$ cat src/rtl/pipe_ctrl_pkg.sv
// Shared types and constants for the pipeline hazard controller.
// State encoding, register-address width, the bubble instruction word and
// the bundle of per-register pipeline controls with its four fixed patterns.
package pipe_ctrl_pkg;

  localparam int REG_ADDR_W = 5;

  // Encoding of an all-zero instruction word (sll $0,$0,0)
  localparam logic [31:0] NOP = 32'h0000_0000;

  typedef enum logic [1:0] {
    RUN      = 2'd0,
    LU_STALL = 2'd1,
    MEM_WAIT = 2'd2
  } ctrlState_e;

  typedef struct packed {
    logic pcWrite;
    logic ifIdWrite;
    logic ifIdFlush;
    logic idExWrite;
    logic idExFlush;
    logic exMemWrite;
    logic memWbFlush;
  } pipeCtrl_t;

  // Free-running pipeline: everything advances, nothing is squashed
  localparam pipeCtrl_t CTRL_RUN =
    '{1'b1, 1'b1, 1'b0, 1'b1, 1'b0, 1'b1, 1'b0};
  // Data memory busy: freeze PC..EX/MEM, push a bubble into MEM/WB
  localparam pipeCtrl_t CTRL_MEM_STALL =
    '{1'b0, 1'b0, 1'b0, 1'b0, 1'b0, 1'b0, 1'b1};
  // Taken branch in EX: PC loads target, squash the two younger stages
  localparam pipeCtrl_t CTRL_BRANCH =
    '{1'b1, 1'b1, 1'b1, 1'b1, 1'b1, 1'b1, 1'b0};
  // Load-use: hold PC and IF/ID, bubble into ID/EX
  localparam pipeCtrl_t CTRL_LOAD_USE =
    '{1'b0, 1'b0, 1'b0, 1'b1, 1'b1, 1'b1, 1'b0};

  // True when a non-zero destination register matches a source register
  function automatic logic regHit(input logic [REG_ADDR_W-1:0] dest,
                                  input logic [REG_ADDR_W-1:0] src);
    return (dest != 5'd0) && (dest == src);
  endfunction

endpackage

$ cat src/rtl/pipe_hazard_ctrl_if.sv
// Stage-signal / pipeline-control bundle between the datapath and the
// hazard controller. master = datapath side, slave = controller side.
interface pipe_hazard_ctrl_if;
  import pipe_ctrl_pkg::*;

  logic [REG_ADDR_W-1:0] RsAddr_ID;
  logic [REG_ADDR_W-1:0] RtAddr_ID;
  logic                  UsesRt_ID;
  logic                  MemRead_EX;
  logic [REG_ADDR_W-1:0] WriteReg_EX;
  logic                  BranchTaken_EX;
  logic                  MemReq_MEM;
  logic                  MemReady;

  logic PCWrite;
  logic IF_ID_Write;
  logic IF_ID_Flush;
  logic ID_EX_Write;
  logic ID_EX_Flush;
  logic EX_MEM_Write;
  logic MEM_WB_Flush;

  modport master (
    output RsAddr_ID, RtAddr_ID, UsesRt_ID, MemRead_EX, WriteReg_EX,
           BranchTaken_EX, MemReq_MEM, MemReady,
    input  PCWrite, IF_ID_Write, IF_ID_Flush, ID_EX_Write, ID_EX_Flush,
           EX_MEM_Write, MEM_WB_Flush
  );

  modport slave (
    input  RsAddr_ID, RtAddr_ID, UsesRt_ID, MemRead_EX, WriteReg_EX,
           BranchTaken_EX, MemReq_MEM, MemReady,
    output PCWrite, IF_ID_Write, IF_ID_Flush, ID_EX_Write, ID_EX_Flush,
           EX_MEM_Write, MEM_WB_Flush
  );

endinterface

$ cat src/rtl/pipe_hazard_ctrl_hazard_detect.sv
// Load-use comparator: a load in EX whose destination feeds a source
// operand of the instruction in ID. $0 never creates a dependency.
module hazard_detect
  import pipe_ctrl_pkg::*;
(
  input  logic [REG_ADDR_W-1:0] rsAddr,
  input  logic [REG_ADDR_W-1:0] rtAddr,
  input  logic                  usesRt,
  input  logic                  memRead,
  input  logic [REG_ADDR_W-1:0] writeReg,
  output logic                  loadUse
);

  assign loadUse = memRead &&
                   (regHit(writeReg, rsAddr) ||
                    (usesRt && regHit(writeReg, rtAddr)));

endmodule

$ cat src/rtl/pipe_hazard_ctrl.sv
// Central stall/flush controller for the 5-stage pipeline.
// Priority per cycle: data-memory stall > taken-branch flush > load-use.
// Controls are decoded combinationally from the registered state and the
// live stage inputs so that a stall takes effect at the very next edge.
// Build option: define HAZARD_STATS_EN to get saturating stall/flush
// statistics counters; otherwise StallCycles/FlushEvents read as zero.
module pipe_hazard_ctrl
  import pipe_ctrl_pkg::*;
#(
  parameter int LOAD_USE_STALLS = 1,
  parameter int MEM_TIMEOUT     = 255,
  parameter int CNT_W           = 32
) (
  input  logic              Clk,
  input  logic              Reset,
  pipe_hazard_ctrl_if.slave Bus,
  output logic              MemTimeout,
  output logic [CNT_W-1:0]  StallCycles,
  output logic [CNT_W-1:0]  FlushEvents
);

  localparam logic [1:0] LU_RELOAD  = 2'(LOAD_USE_STALLS - 1);
  localparam logic [7:0] WAIT_LIMIT = 8'(MEM_TIMEOUT);
  localparam logic       MULTI_LU   = (LOAD_USE_STALLS > 1);

  ctrlState_e state;
  ctrlState_e nextState;
  ctrlState_e resumeState;
  ctrlState_e nextResume;
  logic [1:0] luCnt;
  logic [1:0] nextLuCnt;
  logic [7:0] waitCnt;
  logic [7:0] nextWaitCnt;
  logic       setTimeout;
  logic       loadUse;
  logic       memStall;
  logic       timedOut;
  logic       branch;
  pipeCtrl_t  ctrl;
  pipeCtrl_t  ctrlOut;

  hazard_detect uHazardDetect (
    .rsAddr   (Bus.RsAddr_ID),
    .rtAddr   (Bus.RtAddr_ID),
    .usesRt   (Bus.UsesRt_ID),
    .memRead  (Bus.MemRead_EX),
    .writeReg (Bus.WriteReg_EX),
    .loadUse  (loadUse)
  );

  assign memStall = Bus.MemReq_MEM && !Bus.MemReady;
  assign branch   = Bus.BranchTaken_EX;
  // Wait budget used up: this cycle releases the pipeline as if MemReady
  assign timedOut = (waitCnt == WAIT_LIMIT);

  // Next-state and control decode from current state and stage inputs
  always_comb begin
    ctrl        = CTRL_RUN;
    nextState   = state;
    nextResume  = resumeState;
    nextLuCnt   = luCnt;
    nextWaitCnt = waitCnt;
    setTimeout  = 1'b0;
    case (state)
      RUN, LU_STALL: begin
        if (memStall) begin
          // Freeze everything, remember where to come back to
          ctrl        = CTRL_MEM_STALL;
          nextState   = MEM_WAIT;
          nextResume  = state;
          nextWaitCnt = waitCnt + 8'd1;
          setTimeout  = ((waitCnt + 8'd1) == WAIT_LIMIT);
        end else if (branch) begin
          ctrl      = CTRL_BRANCH;
          nextState = RUN;
          nextLuCnt = 2'd0;
        end else if (state == LU_STALL) begin
          ctrl = CTRL_LOAD_USE;
          if (luCnt <= 2'd1) begin
            nextState = RUN;
            nextLuCnt = 2'd0;
          end else begin
            nextLuCnt = luCnt - 2'd1;
          end
        end else if (loadUse) begin
          ctrl = CTRL_LOAD_USE;
          if (MULTI_LU) begin
            nextState = LU_STALL;
            nextLuCnt = LU_RELOAD;
          end else begin
            nextState = RUN;
            nextLuCnt = 2'd0;
          end
        end else begin
          nextState = RUN;
        end
      end
      MEM_WAIT: begin
        if (!Bus.MemReady && !timedOut) begin
          // Still waiting; lu_cnt stays frozen
          ctrl        = CTRL_MEM_STALL;
          nextWaitCnt = waitCnt + 8'd1;
          setTimeout  = ((waitCnt + 8'd1) == WAIT_LIMIT);
        end else begin
          // Release cycle: controls follow the free-running rules
          nextWaitCnt = 8'd0;
          if (branch) begin
            ctrl = CTRL_BRANCH;
          end else if (loadUse) begin
            ctrl = CTRL_LOAD_USE;
          end else begin
            ctrl = CTRL_RUN;
          end
          if (timedOut || branch) begin
            nextState = RUN;
            nextLuCnt = 2'd0;
          end else if (resumeState == LU_STALL) begin
            nextState = LU_STALL;
          end else if (loadUse && MULTI_LU) begin
            nextState = LU_STALL;
            nextLuCnt = LU_RELOAD;
          end else begin
            nextState = RUN;
            nextLuCnt = 2'd0;
          end
          nextResume = RUN;
        end
      end
      default: begin
        ctrl        = CTRL_RUN;
        nextState   = RUN;
        nextResume  = RUN;
        nextLuCnt   = 2'd0;
        nextWaitCnt = 8'd0;
      end
    endcase
  end

  // Reset releases the whole pipeline regardless of state
  assign ctrlOut = Reset ? CTRL_RUN : ctrl;

  assign Bus.PCWrite      = ctrlOut.pcWrite;
  assign Bus.IF_ID_Write  = ctrlOut.ifIdWrite;
  assign Bus.IF_ID_Flush  = ctrlOut.ifIdFlush;
  assign Bus.ID_EX_Write  = ctrlOut.idExWrite;
  assign Bus.ID_EX_Flush  = ctrlOut.idExFlush;
  assign Bus.EX_MEM_Write = ctrlOut.exMemWrite;
  assign Bus.MEM_WB_Flush = ctrlOut.memWbFlush;

  // Controller state, stall/wait counters and sticky timeout flag
  always_ff @(posedge Clk) begin
    if (Reset) begin
      state       <= RUN;
      resumeState <= RUN;
      luCnt       <= 2'd0;
      waitCnt     <= 8'd0;
      MemTimeout  <= 1'b0;
    end else begin
      state       <= nextState;
      resumeState <= nextResume;
      luCnt       <= nextLuCnt;
      waitCnt     <= nextWaitCnt;
      if (setTimeout) begin
        MemTimeout <= 1'b1;
      end else begin
        MemTimeout <= MemTimeout;
      end
    end
  end

`ifdef HAZARD_STATS_EN
  localparam logic [CNT_W-1:0] CNT_ONE = CNT_W'(1);
  localparam logic [CNT_W-1:0] CNT_MAX = {CNT_W{1'b1}};

  logic [CNT_W-1:0] stallCnt;
  logic [CNT_W-1:0] flushCnt;

  // Saturating counts of PC-hold cycles and branch flushes
  always_ff @(posedge Clk) begin
    if (Reset) begin
      stallCnt <= {CNT_W{1'b0}};
      flushCnt <= {CNT_W{1'b0}};
    end else begin
      if (!ctrlOut.pcWrite && (stallCnt != CNT_MAX)) begin
        stallCnt <= stallCnt + CNT_ONE;
      end else begin
        stallCnt <= stallCnt;
      end
      if (ctrlOut.ifIdFlush && (flushCnt != CNT_MAX)) begin
        flushCnt <= flushCnt + CNT_ONE;
      end else begin
        flushCnt <= flushCnt;
      end
    end
  end

  assign StallCycles = stallCnt;
  assign FlushEvents = flushCnt;
`else
  assign StallCycles = {CNT_W{1'b0}};
  assign FlushEvents = {CNT_W{1'b0}};
`endif

endmodule
$ cat src/flat_wrapper.sv
// flat-port wrapper written by rule: the top's interface ports become plain ports
module pipe_hazard_ctrl_flat import pipe_ctrl_pkg::*;
#(
  parameter int LOAD_USE_STALLS = 1,
  parameter int MEM_TIMEOUT     = 255,
  parameter int CNT_W           = 32
)
  (Clk, Reset, MemTimeout, StallCycles, FlushEvents, Bus_RsAddr_ID, Bus_RtAddr_ID, Bus_UsesRt_ID, Bus_MemRead_EX, Bus_WriteReg_EX, Bus_BranchTaken_EX, Bus_MemReq_MEM, Bus_MemReady, Bus_PCWrite, Bus_IF_ID_Write, Bus_IF_ID_Flush, Bus_ID_EX_Write, Bus_ID_EX_Flush, Bus_EX_MEM_Write, Bus_MEM_WB_Flush);
  pipe_hazard_ctrl_if Bus_i ();
  input  logic Clk;
  input  logic Reset;
  output logic MemTimeout;
  output logic [CNT_W-1:0] StallCycles;
  output logic [CNT_W-1:0] FlushEvents;
  input wire logic [$bits(Bus_i.RsAddr_ID)-1:0] Bus_RsAddr_ID;
  input wire logic [$bits(Bus_i.RtAddr_ID)-1:0] Bus_RtAddr_ID;
  input wire logic [$bits(Bus_i.UsesRt_ID)-1:0] Bus_UsesRt_ID;
  input wire logic [$bits(Bus_i.MemRead_EX)-1:0] Bus_MemRead_EX;
  input wire logic [$bits(Bus_i.WriteReg_EX)-1:0] Bus_WriteReg_EX;
  input wire logic [$bits(Bus_i.BranchTaken_EX)-1:0] Bus_BranchTaken_EX;
  input wire logic [$bits(Bus_i.MemReq_MEM)-1:0] Bus_MemReq_MEM;
  input wire logic [$bits(Bus_i.MemReady)-1:0] Bus_MemReady;
  output wire logic [$bits(Bus_i.PCWrite)-1:0] Bus_PCWrite;
  output wire logic [$bits(Bus_i.IF_ID_Write)-1:0] Bus_IF_ID_Write;
  output wire logic [$bits(Bus_i.IF_ID_Flush)-1:0] Bus_IF_ID_Flush;
  output wire logic [$bits(Bus_i.ID_EX_Write)-1:0] Bus_ID_EX_Write;
  output wire logic [$bits(Bus_i.ID_EX_Flush)-1:0] Bus_ID_EX_Flush;
  output wire logic [$bits(Bus_i.EX_MEM_Write)-1:0] Bus_EX_MEM_Write;
  output wire logic [$bits(Bus_i.MEM_WB_Flush)-1:0] Bus_MEM_WB_Flush;
  assign Bus_i.RsAddr_ID = Bus_RsAddr_ID;
  assign Bus_i.RtAddr_ID = Bus_RtAddr_ID;
  assign Bus_i.UsesRt_ID = Bus_UsesRt_ID;
  assign Bus_i.MemRead_EX = Bus_MemRead_EX;
  assign Bus_i.WriteReg_EX = Bus_WriteReg_EX;
  assign Bus_i.BranchTaken_EX = Bus_BranchTaken_EX;
  assign Bus_i.MemReq_MEM = Bus_MemReq_MEM;
  assign Bus_i.MemReady = Bus_MemReady;
  assign Bus_PCWrite = Bus_i.PCWrite;
  assign Bus_IF_ID_Write = Bus_i.IF_ID_Write;
  assign Bus_IF_ID_Flush = Bus_i.IF_ID_Flush;
  assign Bus_ID_EX_Write = Bus_i.ID_EX_Write;
  assign Bus_ID_EX_Flush = Bus_i.ID_EX_Flush;
  assign Bus_EX_MEM_Write = Bus_i.EX_MEM_Write;
  assign Bus_MEM_WB_Flush = Bus_i.MEM_WB_Flush;
  pipe_hazard_ctrl #(.LOAD_USE_STALLS(LOAD_USE_STALLS), .MEM_TIMEOUT(MEM_TIMEOUT), .CNT_W(CNT_W)) u_core (.Clk(Clk), .Reset(Reset), .Bus(Bus_i), .MemTimeout(MemTimeout), .StallCycles(StallCycles), .FlushEvents(FlushEvents));
endmodule
$ cat config.mk
export PLATFORM = sky130hd
export DESIGN_NAME = pipe_hazard_ctrl_flat
export DESIGN_NICKNAME = d
export VERILOG_FILES = /design/src/rtl/pipe_ctrl_pkg.sv /design/src/rtl/pipe_hazard_ctrl_if.sv /design/src/rtl/pipe_hazard_ctrl_hazard_detect.sv /design/src/rtl/pipe_hazard_ctrl.sv /design/src/flat_wrapper.sv
export SDC_FILE = /design/constraint.sdc
export NUM_CORES = 1
export LEC_CHECK = 0
export CORE_MARGIN = 4
export CORE_UTILIZATION = 38
export CTS_CLUSTER_SIZE = 30
export DETAILED_ROUTE_END_ITERATION = 8
export HOLD_SLACK_MARGIN = 0.02
export PLACE_DENSITY = 0.81
export REMOVE_ABC_BUFFERS = 1
export SLEW_MARGIN = 15
export SYNTH_ARGS = -nofsm -noshare
export SYNTH_HDL_FRONTEND = slang
export SYNTH_SLANG_ARGS = --single-unit
$ cat constraint.sdc
create_clock -name Clk -period 2.7 [get_ports Clk]
set_input_delay 0.54 -clock Clk [delete_from_list [all_inputs] [get_ports Clk]]
set_output_delay 0.54 -clock Clk [all_outputs]
set_load 0.02 [all_outputs]
## Word-level counts from Yosys, hierarchy flattened

Cells that the tools add are included.

- Flip-flop bits (word level): 15
- Bits of input ports: 22
- Output and inout bits: 72
- Word-level logic and storage cells: 71

- Add/sub/neg operators: 2
- $lt $le $gt $ge: 1
- Equality and inequality tests: 13
- Multiplexer cells: 34
- Reduce and logical (&&, ||, !) cells: 16

Operators with widths:

| cell | number |
|---|---|
| $mux W7 | 7 |
| $mux W2 | 16 |
| $eq A8 B8 Y1 const B | 2 |
| $mux W8 | 2 |
| $pmux W8 S2 | 1 |
| $pmux W7 S2 | 1 |
| $pmux W2 S2 | 3 |
| $eq A5 B5 Y1 | 2 |
| $add A8 B1 Y8 const B | 1 |
| $logic_and A1 B1 Y1 | 6 |
| $ne A5 B4 Y1 const B | 1 |
| $reduce_bool A5 Y1 | 1 |
| $eq A2 B1 Y1 const B | 2 |
| $ne A2 B2 Y1 const B | 2 |
| $ne A4 B2 Y1 const B | 1 |
| $reduce_and A2 Y1 | 2 |
| $reduce_and A4 Y1 | 1 |
| $mux W1 | 3 |
| $ne A3 B2 Y1 const B | 1 |
| $eq A2 B2 Y1 const B | 1 |
| $le A2 B1 Y1 const B | 1 |
| $logic_not A1 Y1 | 2 |
| $logic_not A2 Y1 | 1 |
| $logic_or A1 B1 Y1 | 2 |
| other kinds (4) | 4 |

## Logic depth before layout (Yosys ltp)

- Depth after elaboration: 11
- Gate-level depth with buffers: 8
- Depth with buffers taken out: 6

## Modules after synthesis

From an unflattened synthesis, not the netlist that was laid out.

- Cells, all modules: 205
- Area, all modules: 1566.5 µm²

Modules (own cells, without submodules):

| module | instances | cells an instance | area each (µm²) | sequential area each (µm²) |
|---|---|---|---|---|
| pipe_hazard_ctrl | 1 | 188 | 1433.9 | 300.3 |
| hazard_detect | 1 | 17 | 132.6 | 0.0 |

## Least setup slack after synthesis

No wires, ideal clock.

- Path type: register -> output
- From: reg u_core.waitCnt[0]
- To: out Bus_ID_EX_Write
- Arrival: 2039 ps
- Required time: 2160 ps
- Path slack: 121 ps
- Stages on the path, launching flop included: 9
- Buffers on the path: 2
- Path through: dfxtp_1 > ha_1 > and3_1 > buf_6 > a211oi_4 > nor2_1 > nor2_1 > inv_1 > buf_4

- Word-level cells in the longest chain between the ends: 6

Ends and longest elaborated chain:

| element | line | RTL |
|---|---|---|
| start, declared | pipe_hazard_ctrl.sv:32 | `logic [7:0] waitCnt;` |
| start signal, assigned | pipe_hazard_ctrl.sv:162 | `waitCnt <= nextWaitCnt;` |
| $eq A8 B8 Y1 | pipe_hazard_ctrl.sv:54 | `assign timedOut = (waitCnt == WAIT_LIMIT);` |
| $logic_not A1 Y1 | pipe_hazard_ctrl.sv:99 | `if (!Bus.MemReady && !timedOut) begin` |
| $logic_and A1 B1 Y1 | pipe_hazard_ctrl.sv:99 |  |
| $mux W7 | pipe_hazard_ctrl.sv:99 |  |
| $pmux W7 S2 | pipe_hazard_ctrl.sv:64 | `case (state)` |
| $mux W7 | pipe_hazard_ctrl.sv:140 | `assign ctrlOut = Reset ? CTRL_RUN : ctrl;` |
| end, declared | flat_wrapper.sv:26 | `output wire logic [$bits(Bus_i.ID_EX_Write)-1:0] Bus_ID_EX_Write;` |

No other way between the ends.

## Worst setup path in the final report

- From: in Bus_WriteReg_EX[0]
- To: out Bus_IF_ID_Write

- Word-level cells in the longest chain between the ends: 11
- Elaborated cells on any way between the ends: 16
- Classes of those cells: eq/ne (2); mux (8); reduce/logical (6)

Ends and longest elaborated chain:

| element | line | RTL |
|---|---|---|
| start, declared | flat_wrapper.sv:19 | `input wire logic [$bits(Bus_i.WriteReg_EX)-1:0] Bus_WriteReg_EX;` |
| $eq A5 B5 Y1 / $reduce_bool A5 Y1 (equally long branches) | pipe_ctrl_pkg.sv:43 | `return (dest != 5'd0) && (dest == src);` |
| $logic_and A1 B1 Y1 | pipe_ctrl_pkg.sv:43 |  |
| $logic_and A1 B1 Y1 | pipe_hazard_ctrl_hazard_detect.sv:16 | `(usesRt && regHit(writeReg, rtAddr)));` |
| $logic_or A1 B1 Y1 * | pipe_hazard_ctrl_hazard_detect.sv:15 | `(regHit(writeReg, rsAddr) \|\|` |
| $logic_and A1 B1 Y1 * | pipe_hazard_ctrl_hazard_detect.sv:14 | `assign loadUse = memRead &&` |
| $mux W7 * | pipe_hazard_ctrl.sv:85, pipe_hazard_ctrl.sv:109 |  |
| $mux W7 | pipe_hazard_ctrl.sv:77 | `end else if (state == LU_STALL) begin` |
| $mux W7 | pipe_hazard_ctrl.sv:73 | `end else if (branch) begin` |
| $mux W7 | pipe_hazard_ctrl.sv:66 | `if (memStall) begin` |
| $pmux W7 S2 * | pipe_hazard_ctrl.sv:64 |  |
| $mux W7 * | pipe_hazard_ctrl.sv:140 |  |
| end, declared | flat_wrapper.sv:24 | `output wire logic [$bits(Bus_i.IF_ID_Write)-1:0] Bus_IF_ID_Write;` |

Mark *: on every way between the ends. The rest lies on a longest branch, timed or not.

==> run_results.csv <==
group,metric,value,unit
cells_and_area,postLayoutCoreUtil,46.16,%
synthesis,synth_top_area_share,30.70,%
grt,grt_pass1_wl,5.161,mm
cells_and_area,area_growth,16.05,%
timing,finalHoldViolations,0,
setup_path,endpoint_kind,"primary output",
min_path,whs_path_depth,2,
floorplan,dieWidth,73.17,µm
synthesis,yosys_warnings,0,
synthesis,synth-xor-area-share,5.969,%
pwr,clkPwrFrac,29.3,%
synthesis,synth_area_per_cell,7.686,µm²
detailed_routing,first_pass_iters,4,
floorplan,start_util,39.78,%
job,max_cap_violations,0,
synthesis,synth_cells,210,
timing,fmax,0.3864,GHz
floorplan,core_area,0.004058,mm²
timing,period_needed,2.588,ns
detailed_routing,drt-wirelength-per-cell,11.44,µm
cells_and_area,multi_input_area,997.2,µm²
synthesis,synth_top_family_by_area,"buffers and inverters",
clock_tree,cts.path.max_buffers,2,
pwr,p_int,405.4,µW
cells_and_area,fillerInstances,409,
detailed_routing,ant_nets,0,
cells_and_area,drive_gt1_share,15.35,%
grt,grt.total_usage,12.15,%
timing,finClkSkew,0.001935,ns
setup_path,arrival,2.05,ns
detailed_routing,drc_errors,0,
setup_path,max_stage_delay,0.49,ns
floorplan,fp.dieH,73.17,µm
grt,grt_pass1_vias,1157,
setup_path,critPathMaxFanout,3,
clock_tree,clk-insertion-delay-late,0.25,ns
place,place.port_buffers,29,
clock_tree,cts_sinks,15,
pwr,ir_worst_vdd,0.1746,mV
status,outcome,"finished, final reports clean",
setup_path,crit_chain,"clkdlybuf4s50_1 -> xor2_1 -> nor4_2 -> nand3_1 -> a21oi_2 -> o211ai_1 -> buf_4",
synthesis,synth-simple-area-share,20.16,%
place,place_ws,-0.4861,ns
setup_path,r2r-start,"u_core.waitCnt[0]$_SDFFE_PP0P_",
cells_and_area,antennaDiodeCount,0,
synthesis,synth_edf_count,0,
grt,antenna_found_initial,0,
setup_path,reg2reg_depth,7,
place,dp_hpwl,2.765,mm
synthesis,muxShareOfSynthArea,0.6202,%
synthesis,seq_area_frac_synth,18.60,%
detailed_routing,drt-total-wl,3.477,mm
floorplan,rows,23,
grt,grt_overflow,0,
setup_path,rrSetupSlack,0.87,ns
setup_path,critPathLaunchType,"input pin",
min_path,whs_endpoint,"u_core.MemTimeout$_SDFFE_PP0P_",
cells_and_area,final_common_cell,"conb_1",
synthesis,synth_compound_area_share,17.52,%
min_path,min-delay-start,"u_core.MemTimeout$_SDFFE_PP0P_",
setup_path,crit_required,2.16,ns
timing,slew_violations,0,
place,dp_cells,300,
timing,setup_viol,0,
synthesis,syn-cell-area,0.001614,mm²
pwr,power_leakage,0.8665,nW
timing,final.setup.tns,0,ns
clock_tree,ctsHoldBuffers,0,
min_path,hp-class,"register to register",
floorplan,dieArea,0.005354,mm²
detailed_routing,viasPerCell,4.536,
detailed_routing,drtIter0Drc,87,
synthesis,synth_area_leader_cell,"buf_4",
timing,layout_setup_ws,0.1123,ns
cells_and_area,fin_nets,279,
pwr,p_per_area,341.8,mW/mm²
synthesis,ys_ff_latch,15,
clock_tree,cts.clk_slew.worst_paths,0.06,ns
synthesis,yosysUniqueCellTypes,49,
synthesis,synthTopCellsByArea,"buf_4, dfxtp_1, nor2_1",
clock_tree,cts_tree,"done",
synthesis,ys.flop_type,"dfxtp_1",
clock_tree,htree_levels,1,
cells_and_area,final_cell_mix,"conb_1, buf_4, nor2_1, clkdlybuf4s50_1, dfxtp_1",
synthesis,async_flop_share,0,%
pwr,combPwrFrac,35.3,%
pwr,p_total,640.3,µW
clock_tree,cts_buffers,3,
pwr,switching_share,36.68,%
place,gp_congestion,0.9082,
setup_path,cp_slowest_cell,"clkdlybuf4s50_1",
setup_path,worstSetupPathType,"input pin to primary output",
clock_tree,root_buffer,"clkbuf_8",
setup_path,regToRegEndpoint,"u_core.waitCnt[6]$_SDFFE_PP0P_",
synthesis,synthAdderAreaFrac,1.550,%
detailed_routing,vias,1379,
floorplan,top_level_ports,94,
timing,min_period_over_period,95.84,%
cells_and_area,regArea,300.3,µm²
pwr,p_seq_share,35.4,%
grt,grt_max_degree,17,
pwr,power_switching,234.9,µW
cells_and_area,finalNonFillerCells,304,
## flip-flops by register name, indices dropped and copies added (netlist names)
register            count
u_core.waitCnt          8
u_core.state            2
u_core.MemTimeout       1
u_core.resumeState      2
u_core.luCnt            2
## power groups by stage
| stage | clock network (mW) | logic [mW] | registers, mW |
|---|---|---|---|
| after floorplan | 0 | 0.136 | 0.235 |
| after detailed placement | 0 | 0.224 | 0.232 |
| after global placement | 0 | 0.222 | 0.232 |
| final | 0.187 | 0.226 | 0.227 |
| after global routing | 0.202 | 0.244 | 0.227 |
| after CTS | 0.195 | 0.220 | 0.227 |
## worst max-delay path, delay by kind of cell
family                 cells  cell delay [ns]
buffers and inverters      2             0.67
AO/OA/AOI/OAI              2             0.34
AND/OR/NAND/NOR            2             0.28
XOR/XNOR                   1             0.22
## metrics by stage
stage	instance area [µm²]	hold WS [ns]
2_1_floorplan	1306	0.4418
3_3_place_gp	1817	0.4523
3_5_place_dp	1817	0.4614
4_1_cts	1847	0.4752
5_1_grt	1873	0.4908
6_report	1873	0.4721
## per-layer routing
metal  share of wire [%]  GRT usage (%)  vias to the layer above
met5                   0              0                        -
met4                 1.2          3.279                        0
met3                  12          5.096                        7
met2                  47          20.06                       72
met1                  40          14.37                      632
li1                    -              -                      668
## repair_timing
action                     in CTS  in global routing
setup endpoints to repair       7                  3
gates resized for setup        20                  8
setup buffers                   0                  0
pin swaps                       4                  6
## synth_stat cells (2+ instances only)
cell type	count
nor4_1	2
buf_4	66
clkbuf_1	4
ha_1	2
nor2_1	18
o31ai_1	2
xnor2_1	4
nor2b_1	3
o21ai_0	6
dfxtp_1	15
and3_1	3
nor4b_1	2
nor3_1	2
nand3_1	5
or3b_1	2
inv_1	7
a21boi_0	2
nand2_1	9
a21oi_1	13
o211ai_1	3
xor2_1	7
buf_6	3
nand2b_1	4
## how the worst max path moves through the flow
stage | to | depth (start not counted) | slack (ns) | startpoint
after floorplan | Bus_IF_ID_Write | 6 | 0.16 | u_core.waitCnt[0]$_SDFFE_PP0P_
after global placement | Bus_PCWrite | 6 | -0.43 | Bus_WriteReg_EX[3]
after detailed placement | Bus_ID_EX_Flush | 7 | -0.49 | Bus_WriteReg_EX[3]
after CTS | Bus_ID_EX_Flush | 6 | 0.004 | Bus_WriteReg_EX[3]
after global routing | Bus_IF_ID_Write | 7 | -0.02 | Bus_WriteReg_EX[0]
final | Bus_IF_ID_Write | 7 | 0.11 | Bus_WriteReg_EX[0]
## area by class of cell
class                           count  area share, %
Sequential cell                    15          16.03
Timing Repair Buffer               50          23.58
Inverter                            7          1.403
Multi-Input combinational cell    178          53.24
Tap cell                           50          3.340
Clock buffer                        4          2.405
## cells by family (layout without fill, tap and decap cells)
| family | Yosys count | after routing |
|---|---|---|
| flops | 15 | 15 |
| other cells | 1 | 64 |
| xor+xnor | 11 | 11 |
| mux | 1 | 1 |
| buf+inv | 80 | 61 |
| fa+ha+maj | 2 | 2 |
| simple gates | 59 | 59 |
| compound gates | 41 | 41 |
(Power assumes the default switching activity.)
